**src/rtl/mode_select.sv**
```systemverilog
// Front-panel mode selector: two debounced pushbuttons step the frequency and
// modulation mode codes up or down (per sw_dir) unless sw_lock freezes them.
module mode_select #(
    parameter int DEBOUNCE_CYCLES = 1000000,
    parameter int CNT_W           = 20
) (
    input  logic       clk,
    input  logic       reset,
    input  logic       key_freq_n,
    input  logic       key_mod_n,
    input  logic       sw_dir,
    input  logic       sw_lock,
    output logic [2:0] fmode,
    output logic [1:0] mmode,
    output logic       mode_changed
);

    typedef enum logic [1:0] {
        IDLE         = 2'd0,
        PRESS_WAIT   = 2'd1,
        HELD         = 2'd2,
        RELEASE_WAIT = 2'd3
    } db_state_t;

    localparam logic [CNT_W-1:0] CNT_LAST = CNT_W'(DEBOUNCE_CYCLES - 1);

    // Bit order: {sw_lock, sw_dir, key_mod_n, key_freq_n}; idle keys read high.
    localparam logic [3:0] SYNC_RST = 4'b0011;

    logic [3:0] async_in;
    logic [3:0] sync1_reg;
    logic [3:0] sync2_reg;
    logic [1:0] step;

    assign async_in = {sw_lock, sw_dir, key_mod_n, key_freq_n};

    always_ff @(posedge clk) begin
        if (reset) begin
            sync1_reg <= SYNC_RST;
            sync2_reg <= SYNC_RST;
        end else begin
            sync1_reg <= async_in;
            sync2_reg <= sync1_reg;
        end
    end

    genvar gi;
    generate
        for (gi = 0; gi < 2; gi++) begin : g_db
            db_state_t        state_reg, state_next;
            logic [CNT_W-1:0] cnt_reg, cnt_next;
            logic             pressed;
            logic             step_fire;
            logic             step_reg;

            assign pressed  = ~sync2_reg[gi];
            assign step[gi] = step_reg;

            always_ff @(posedge clk) begin
                if (reset) begin
                    state_reg <= IDLE;
                    cnt_reg   <= '0;
                    step_reg  <= 1'b0;
                end else begin
                    state_reg <= state_next;
                    cnt_reg   <= cnt_next;
                    step_reg  <= step_fire;
                end
            end

            always_comb begin
                state_next = state_reg;
                cnt_next   = cnt_reg;
                case (state_reg)
                    IDLE: begin
                        cnt_next = '0;
                        if (pressed) begin
                            state_next = PRESS_WAIT;
                            cnt_next   = CNT_W'(1);
                        end
                    end
                    PRESS_WAIT: begin
                        if (!pressed) begin
                            state_next = IDLE;
                            cnt_next   = '0;
                        end else if (cnt_reg == CNT_LAST) begin
                            state_next = HELD;
                            cnt_next   = '0;
                        end else begin
                            cnt_next = cnt_reg + CNT_W'(1);
                        end
                    end
                    HELD: begin
                        cnt_next = '0;
                        if (!pressed) begin
                            state_next = RELEASE_WAIT;
                            cnt_next   = CNT_W'(1);
                        end
                    end
                    RELEASE_WAIT: begin
                        if (pressed) begin
                            state_next = HELD;
                            cnt_next   = '0;
                        end else if (cnt_reg == CNT_LAST) begin
                            state_next = IDLE;
                            cnt_next   = '0;
                        end else begin
                            cnt_next = cnt_reg + CNT_W'(1);
                        end
                    end
                    default: begin
                        state_next = IDLE;
                        cnt_next   = '0;
                    end
                endcase
            end

            // The step is registered so the mode changes one edge after acceptance.
            always_comb begin
                step_fire = (state_reg == PRESS_WAIT) && pressed && (cnt_reg == CNT_LAST);
            end
        end
    endgenerate

    logic [2:0] fmode_reg;
    logic [1:0] mmode_reg;
    logic       changed_reg;
    logic       dir_sync;
    logic       lock_sync;

    assign dir_sync  = sync2_reg[2];
    assign lock_sync = sync2_reg[3];

    // A locked step is simply dropped; the debounce FSM has already moved on to HELD.
    always_ff @(posedge clk) begin
        if (reset) begin
            fmode_reg   <= 3'd0;
            mmode_reg   <= 2'd0;
            changed_reg <= 1'b0;
        end else begin
            changed_reg <= 1'b0;
            if (!lock_sync && (step != 2'b00)) begin
                changed_reg <= 1'b1;
                if (step[0]) begin
                    fmode_reg <= dir_sync ? fmode_reg - 3'd1 : fmode_reg + 3'd1;
                end
                if (step[1]) begin
                    mmode_reg <= dir_sync ? mmode_reg - 2'd1 : mmode_reg + 2'd1;
                end
            end
        end
    end

    assign fmode        = fmode_reg;
    assign mmode        = mmode_reg;
    assign mode_changed = changed_reg;

endmodule

```
**config.mk**
```make
export PLATFORM = sky130hd
export DESIGN_NAME = mode_select
export DESIGN_NICKNAME = d
export VERILOG_FILES = /design/src/rtl/mode_select.sv
export SDC_FILE = /design/constraint.sdc
export NUM_CORES = 1
export LEC_CHECK = 0
export BUFFER_PORTS_ARGS = -buffer_cell sky130_fd_sc_hd__buf_2
export CAP_MARGIN = 10
export CORE_MARGIN = 2
export CORE_UTILIZATION = 55
export DETAILED_ROUTE_END_ITERATION = 12
export HOLD_SLACK_MARGIN = 0.03
export PLACE_DENSITY = 0.71
export SYNTH_ARGS = -nofsm -noshare
export SYNTH_HDL_FRONTEND = slang
export SYNTH_SLANG_ARGS = --single-unit
```
**constraint.sdc**
```tcl
create_clock -name clk -period 2.35 [get_ports clk]
set_input_delay 0.3525 -clock clk [delete_from_list [all_inputs] [get_ports clk]]
set_output_delay 0.3525 -clock clk [all_outputs]
set_load 0.02 [all_outputs]
```
==> impl_metrics.toml, run 1 <==
[placement]
hpwl_mm = 2.90
gp_congestion = 0.755
dp_cells = 335
io_buffers = 11

[pwr]
share_comb_of_total_power_pct = 1.1
power_frac_clock_pct = 46.9
netSwitchingFraction_pct = 20.1
power.switching_mw = 0.399
p_per_area_nw_per_um2 = 692
p_int_mw = 1.58
sequentialPowerShare_pct = 52.0
vdd_ir_drop_max_mv = 0.593
p_leak_nw = 0.980

[global_routing]
antenna_found_initial = 0
grt_pass1_vias = 1776
grt_max_degree = 23
track_usage_pct = 19.0
grt_first_pass_wirelength_mm = 7.63
grt_remaining_overflow = 0

[setup_path]
required_ns = 2.57
timing.rr.end = "g_db[0].cnt_reg[7]"
crit_chain = "ha_1 > inv_1 > nor4_2 > a211o_1 > buf_4 > nor2_1"
slowest_stage = "nor4_2"
critPathCapture = "g_db[0].cnt_reg[7]"
arrival_ns = 2.05
rr_startpoint = "g_db[0].cnt_reg[0]"
cpPeakStageDelay_ns = 0.44
r2r_slack_ns = 0.52
critical_path.max_fanout = 19
path_delay_family = "simple AND/OR/NAND/NOR gates"
cp-startpoint = "g_db[0].cnt_reg[0]"
rr_worst_depth = 6
crit_buf_inv = 2
crit_cells = 6
crit_path_start_kind = "flop"
end_kind = "flop"
crit_type = "reg -> reg"

[floorplanning]
die_area_sq_um = 5280
core-area_sq_um = 4440
die_w_microns = 72.6
die_h_microns = 72.6
io_pins = 12
num_rows = 24
start_util_pct = 58.3

[synth]
synth_xor_area_share_pct = 10.5
ys_warn_count = 0
yosys.area_share.simple_pct = 28.0
yosysSeqAreaShare_pct = 46.4
muxShareOfSynthArea_pct = 0.435
synth-seq-cells = 60
synth_area_sq_um = 2590
synth_edf_count = 0
syn-num-nets = 290
synthArstFlopShare_pct = 0
syn_area_per_cell_sq_um = 9.22
synth_flop_cell = "dfxtp_1"
synth_top_area_share_pct = 46.4
yosysTopAreaCell = "dfxtp_1"
synth_top_family_by_area = "simple AND/OR/NAND/NOR gates"
synth_fa_ha_area_share_pct = 1.74
synth_area_leaders = "dfxtp_1 46%, xor2_1 7.1%, nor2_1 5.2%, xnor2_1 3.4%, a21oi_1 3.1%"
synthCells = 281
synth-compound-area-share_pct = 8.35
yosysUniqueCellTypes = 46

[finish]
fin_nets = 303
diodes = 0
fillers = 378
synthToLayoutAreaGrowth_pct = 10.4
largest_reg_flops = 40
finalNonFillerCells = 351
final_util_pct = 64.4
final_layout_size_suffix_gt1_share_pct = 14.7

[clock_network]
cts.repair.resized = 0
clkSinkCount = 60
clkLatencyLatePin_ns = 0.33
cts_max_path_buffers = 2
postCtsSetupBuffers = 0
ctsHoldBuffers = 0
cts_tree = "yes"
h-tree-depth = 3
cts_made_buffers = 9
clkTransAtPathRegs_ns = 0.07
clockRootBuffer = "clkbuf_8"

[run_status]
status = "completed"

[routing]
vias = 1868
drc_errors = 0
drtIter0Drc = 62
wl_mm = 4.29
routedWlPerCell_microns = 12.2
ant_nets = 0
drt_first_pass_iters = 4
vias_per_cell = 5.32

[flow_run]
maxCapViolations = 0

[timing]
fin_skew_ns = 0.00546
slew_headroom_pct = 72.2
max_freq_mhz = 546
max_slew.worst_pin.slew_ns = 0.414
tns_ns = 0
setup_viol_count_final = 0
post-route-period-util_pct = 77.9
rsz0062_at_grt = "no"
fin_crit_ns = 1.83
hold_violations = 0
report.final.slew_viol_count = 0

[hold_path]
hold_class = "in -> reg"
synthesized netlist by cell type (all sizes together) (2+ instances only):
master / n
nand4: 11
and4: 4
nand2: 12
nand3: 16
xor2: 21
nor2b: 7
or4: 5
and3: 5
buf: 8
nand3b: 2
inv: 12
or2: 5
dfxtp: 60
ha: 2
or3: 8
and2: 4
xnor2: 10
o21ai: 8
o31ai: 5
nor2: 36
clkbuf: 4
a21oi: 16
nor3: 2
and4b: 2
nor4: 6
routing by layer:
layer | vias up | share of wire (%) | GRT usage, %
li1 | 1006 | - | -
met2 | 18 | 47 | 30.5
met1 | 837 | 48 | 22.3
met4 | 0 | 1.6 | 7.20
met3 | 7 | 3.6 | 8.43
met5 | - | 0 | 0
layout by cell type, fill, tap and decap left out, types with 9 or more instances in the layout:
cell type,netlist,routed
a21oi_1,16,16
buf_2,3,11
clkbuf_8,0,11
dfxtp_1,60,60
inv_1,12,12
nand2_1,12,12
nand3_1,16,16
nand4_1,9,9
nor2_1,36,36
xnor2_1,10,10
xor2_1,21,21
worst min-delay path by stage:
stage,from,end,slack (ns),cells after the start
floorplan,sync1_reg[0],sync2_reg[0],0.39,1
global placement,sync1_reg[1],sync2_reg[1],0.40,1
detailed placement,sync1_reg[1],sync2_reg[1],0.40,1
CTS,key_freq_n,sync1_reg[0],0.18,2
global route,key_freq_n,sync1_reg[0],0.18,2
finish,key_freq_n,sync1_reg[0],0.20,2
power by group through the flow:
stage / clock network, mW / logic (mW) / registers [mW]
floorplan: 0 / 0.0161 / 1.05
global placement: 0 / 0.0219 / 1.05
detailed placement: 0 / 0.0220 / 1.05
CTS: 0.958 / 0.0222 / 1.03
global route: 1.00 / 0.0251 / 1.03
finish: 0.927 / 0.0217 / 1.03
metrics by stage:
stage / setup WS (ns) / hold WS, ns / total power, mW / cell area (sq um)
5_1_grt: 0.366 / 0.176 / 2.06 / 2860
2_1_floorplan: 0.704 / 0.389 / 1.07 / 2590
4_1_cts: 0.491 / 0.177 / 2.01 / 2860
3_3_place_gp: 0.526 / 0.402 / 1.07 / 2660
6_report: 0.519 / 0.197 / 1.98 / 2860
3_5_place_dp: 0.485 / 0.403 / 1.07 / 2660
layout make-up:
| class | instances | area [sq um] | area share [%] |
|---|---|---|---|
| clock buffers | 12 | 155 | 5.42 |
| repair buffers | 14 | 77.6 | 2.71 |
| flip-flops and latches | 60 | 1200 | 42.0 |
| inverters | 12 | 45.0 | 1.57 |
| clock inverters | 4 | 47.5 | 1.66 |
| multi-input cells | 197 | 1270 | 44.4 |
| well taps | 52 | 65.1 | 2.27 |
cells by family after synthesis:
logic type                 count (synthesis)
buffers and inverters                     24
muxes                                      1
xor gates and xnor gates                  31
AOI/OAI and AO/OA                         36
DFF                                       60
adders and majority gates                  3
and+or+nand+nor                          126
No activity file was read; power rests on OpenSTA's default activity.
==> inputs of run 2 (changes only) <==
CORE_UTILIZATION = 54   (was 55)
PLACE_DENSITY = 0.72   (was 0.71)
clock period = 1.5 ns   (was 2.35 ns; I/O delays follow)
==> run 2 against run 1 <==
  * Critical path depth unchanged
  * Flip-flop and latch count unchanged
  * Non-clock buffer count up 41
  * Register-to-register slack worse by 0.51 ns
  * Final cell count up 12%
  * Critical endpoint is now g_db[1].cnt_reg[18]
==> impl_metrics.toml, run 2 (same netlist as run 1, synthesis figures left out) <==
[run_status]
status = "completed"

[floorplanning]
num_rows = 25
die_h_microns = 73.3
die_w_microns = 73.3
die_area_sq_um = 5370
io_pins = 12
start_util_pct = 55.6
core-area_sq_um = 4660

[routing]
ant_nets = 0
drt_first_pass_iters = 5
vias = 2116
routedWlPerCell_microns = 13.1
drc_errors = 0
vias_per_cell = 5.37
wl_mm = 5.14
drtIter0Drc = 76

[pwr]
vdd_ir_drop_max_mv = 0.869
p_leak_nw = 1.26
p_per_area_nw_per_um2 = 968

[clock_network]
cts_max_path_buffers = 2
clockRootBuffer = "clkbuf_8"
cts_made_buffers = 9
clkSinkCount = 60
h-tree-depth = 3
cts_tree = "yes"
clkTransAtPathRegs_ns = 0.06
clkLatencyLatePin_ns = 0.34

[finish]
diodes = 0
multi_input_area_sq_um = 1370
final_layout_size_suffix_gt1_share_pct = 34.7
final_common_cell = "dfxtp_1"
final_util_pct = 71.5
synthToLayoutAreaGrowth_pct = 28.6
fin_nets = 344
seq_area_sq_um = 1220
largest_reg_flops = 40
fillers = 323
final_cell_mix = "46 x dfxtp_1, 42 x buf_4, 35 x nor2_1"

[placement]
post-place-ws_ns = -0.0482
gp_congestion = 0.794
hpwl_mm = 3.39
io_buffers = 11

[global_routing]
grt_pass1_vias = 1966
antenna_found_initial = 0
grt_first_pass_wirelength_mm = 8.34
track_usage_pct = 20.4
grt_remaining_overflow = 0
grt_max_degree = 20

[timing]
setup_viol_count_final = 0
max_freq_mhz = 672
setup_slack_ns = 0.0120
post-route-period-util_pct = 99.2
fin_crit_ns = 1.49
max_slew.worst_pin.slew_ns = 0.312
tns_ns = 0
fin_skew_ns = 0.00498
hold_violations = 0
timing.hold.ws_ns = 0.0628
rsz0062_at_grt = "yes"
report.final.slew_viol_count = 0
slew_headroom_pct = 79.0

[setup_path]
cpPeakStageDelay_ns = 0.40
critPathCapture = "g_db[1].cnt_reg[18]"
crit_path_start_kind = "flop"
end_kind = "flop"
required_ns = 1.77
rr_startpoint = "g_db[1].cnt_reg[1]"
crit_chain = "ha_4 > and2_4 > nand4_1 > buf_4 > or4_1 > a21oi_1"
arrival_ns = 1.76
timing.rr.end = "g_db[1].cnt_reg[18]"
crit_type = "reg -> reg"
rr_worst_depth = 6
critical_path.max_fanout = 3
slowest_stage = "or4_1"
r2r_slack_ns = 0.01
cp-startpoint = "g_db[1].cnt_reg[1]"

[flow_run]
maxCapViolations = 0

[hold_path]
hold_class = "in -> reg"
## run 2: how the worst min path moves through the flow
stage                  from            to  slack, ns  cells after the start
2_1_floorplan    key_freq_n  sync1_reg[0]       0.33                      1
3_3_place_gp   sync1_reg[1]  sync2_reg[1]       0.40                      1
3_5_place_dp   sync1_reg[1]  sync2_reg[1]       0.40                      1
4_1_cts           key_mod_n  sync1_reg[1]       0.05                      2
5_1_grt          key_freq_n  sync1_reg[0]       0.06                      2
6_report          key_mod_n  sync1_reg[1]       0.06                      2
## run 2: report_power, final
part           total, mW  switching, mW  internal [mW]
Combinational     0.0395         0.0190         0.0206
Clock               1.57          0.600          0.972
Sequential          1.61        0.00794           1.61
Total               3.23          0.627           2.60
## run 2: worst max-delay path, delay by kind of cell (launching register included)
family	cells	cell delay, ns
AOI/OAI and AO/OA	1	0.13
buffers and inverters	1	0.16
and+or+nand+nor	3	0.65
adders and majority gates	1	0.15
DFF	1	0.35
## run 2: per-stage QoR
| stage | power (mW) | instance area, sq um | std cells |
|---|---|---|---|
| after CTS | 3.26 | 3230 | 392 |
| after detailed placement | 1.69 | 2990 | 375 |
| final | 3.23 | 3330 | 394 |
| after global placement | 1.69 | 2990 | 375 |
| after global routing | 3.34 | 3330 | 394 |
| after floorplan | 1.67 | 2610 | 281 |
## run 2: what timing repair did
item / 4_1_cts / 5_1_grt
endpoints found under the hold margin: 0 / 0
gates resized for setup: 8 / 34
pin swaps: 4 / 8
setup endpoints to repair: 7 / 33
hold buffers: 0 / 0
setup buffers: 1 / 2
## run 2: metal layers
layer	global-route usage, %	routed length, microns
met2	33.4	2610
met4	9.47	73
met3	7.54	170
met5	0	0
met1	23.6	2280
## run 2: area by class of cell
type                    count  area share, %
repair buffers             55           12.3
inverters                  12           1.35
well taps                  54           2.03
clock inverters             5           2.25
multi-input cells         197           41.2
clock buffers              11           4.24
flip-flops and latches     60           36.6
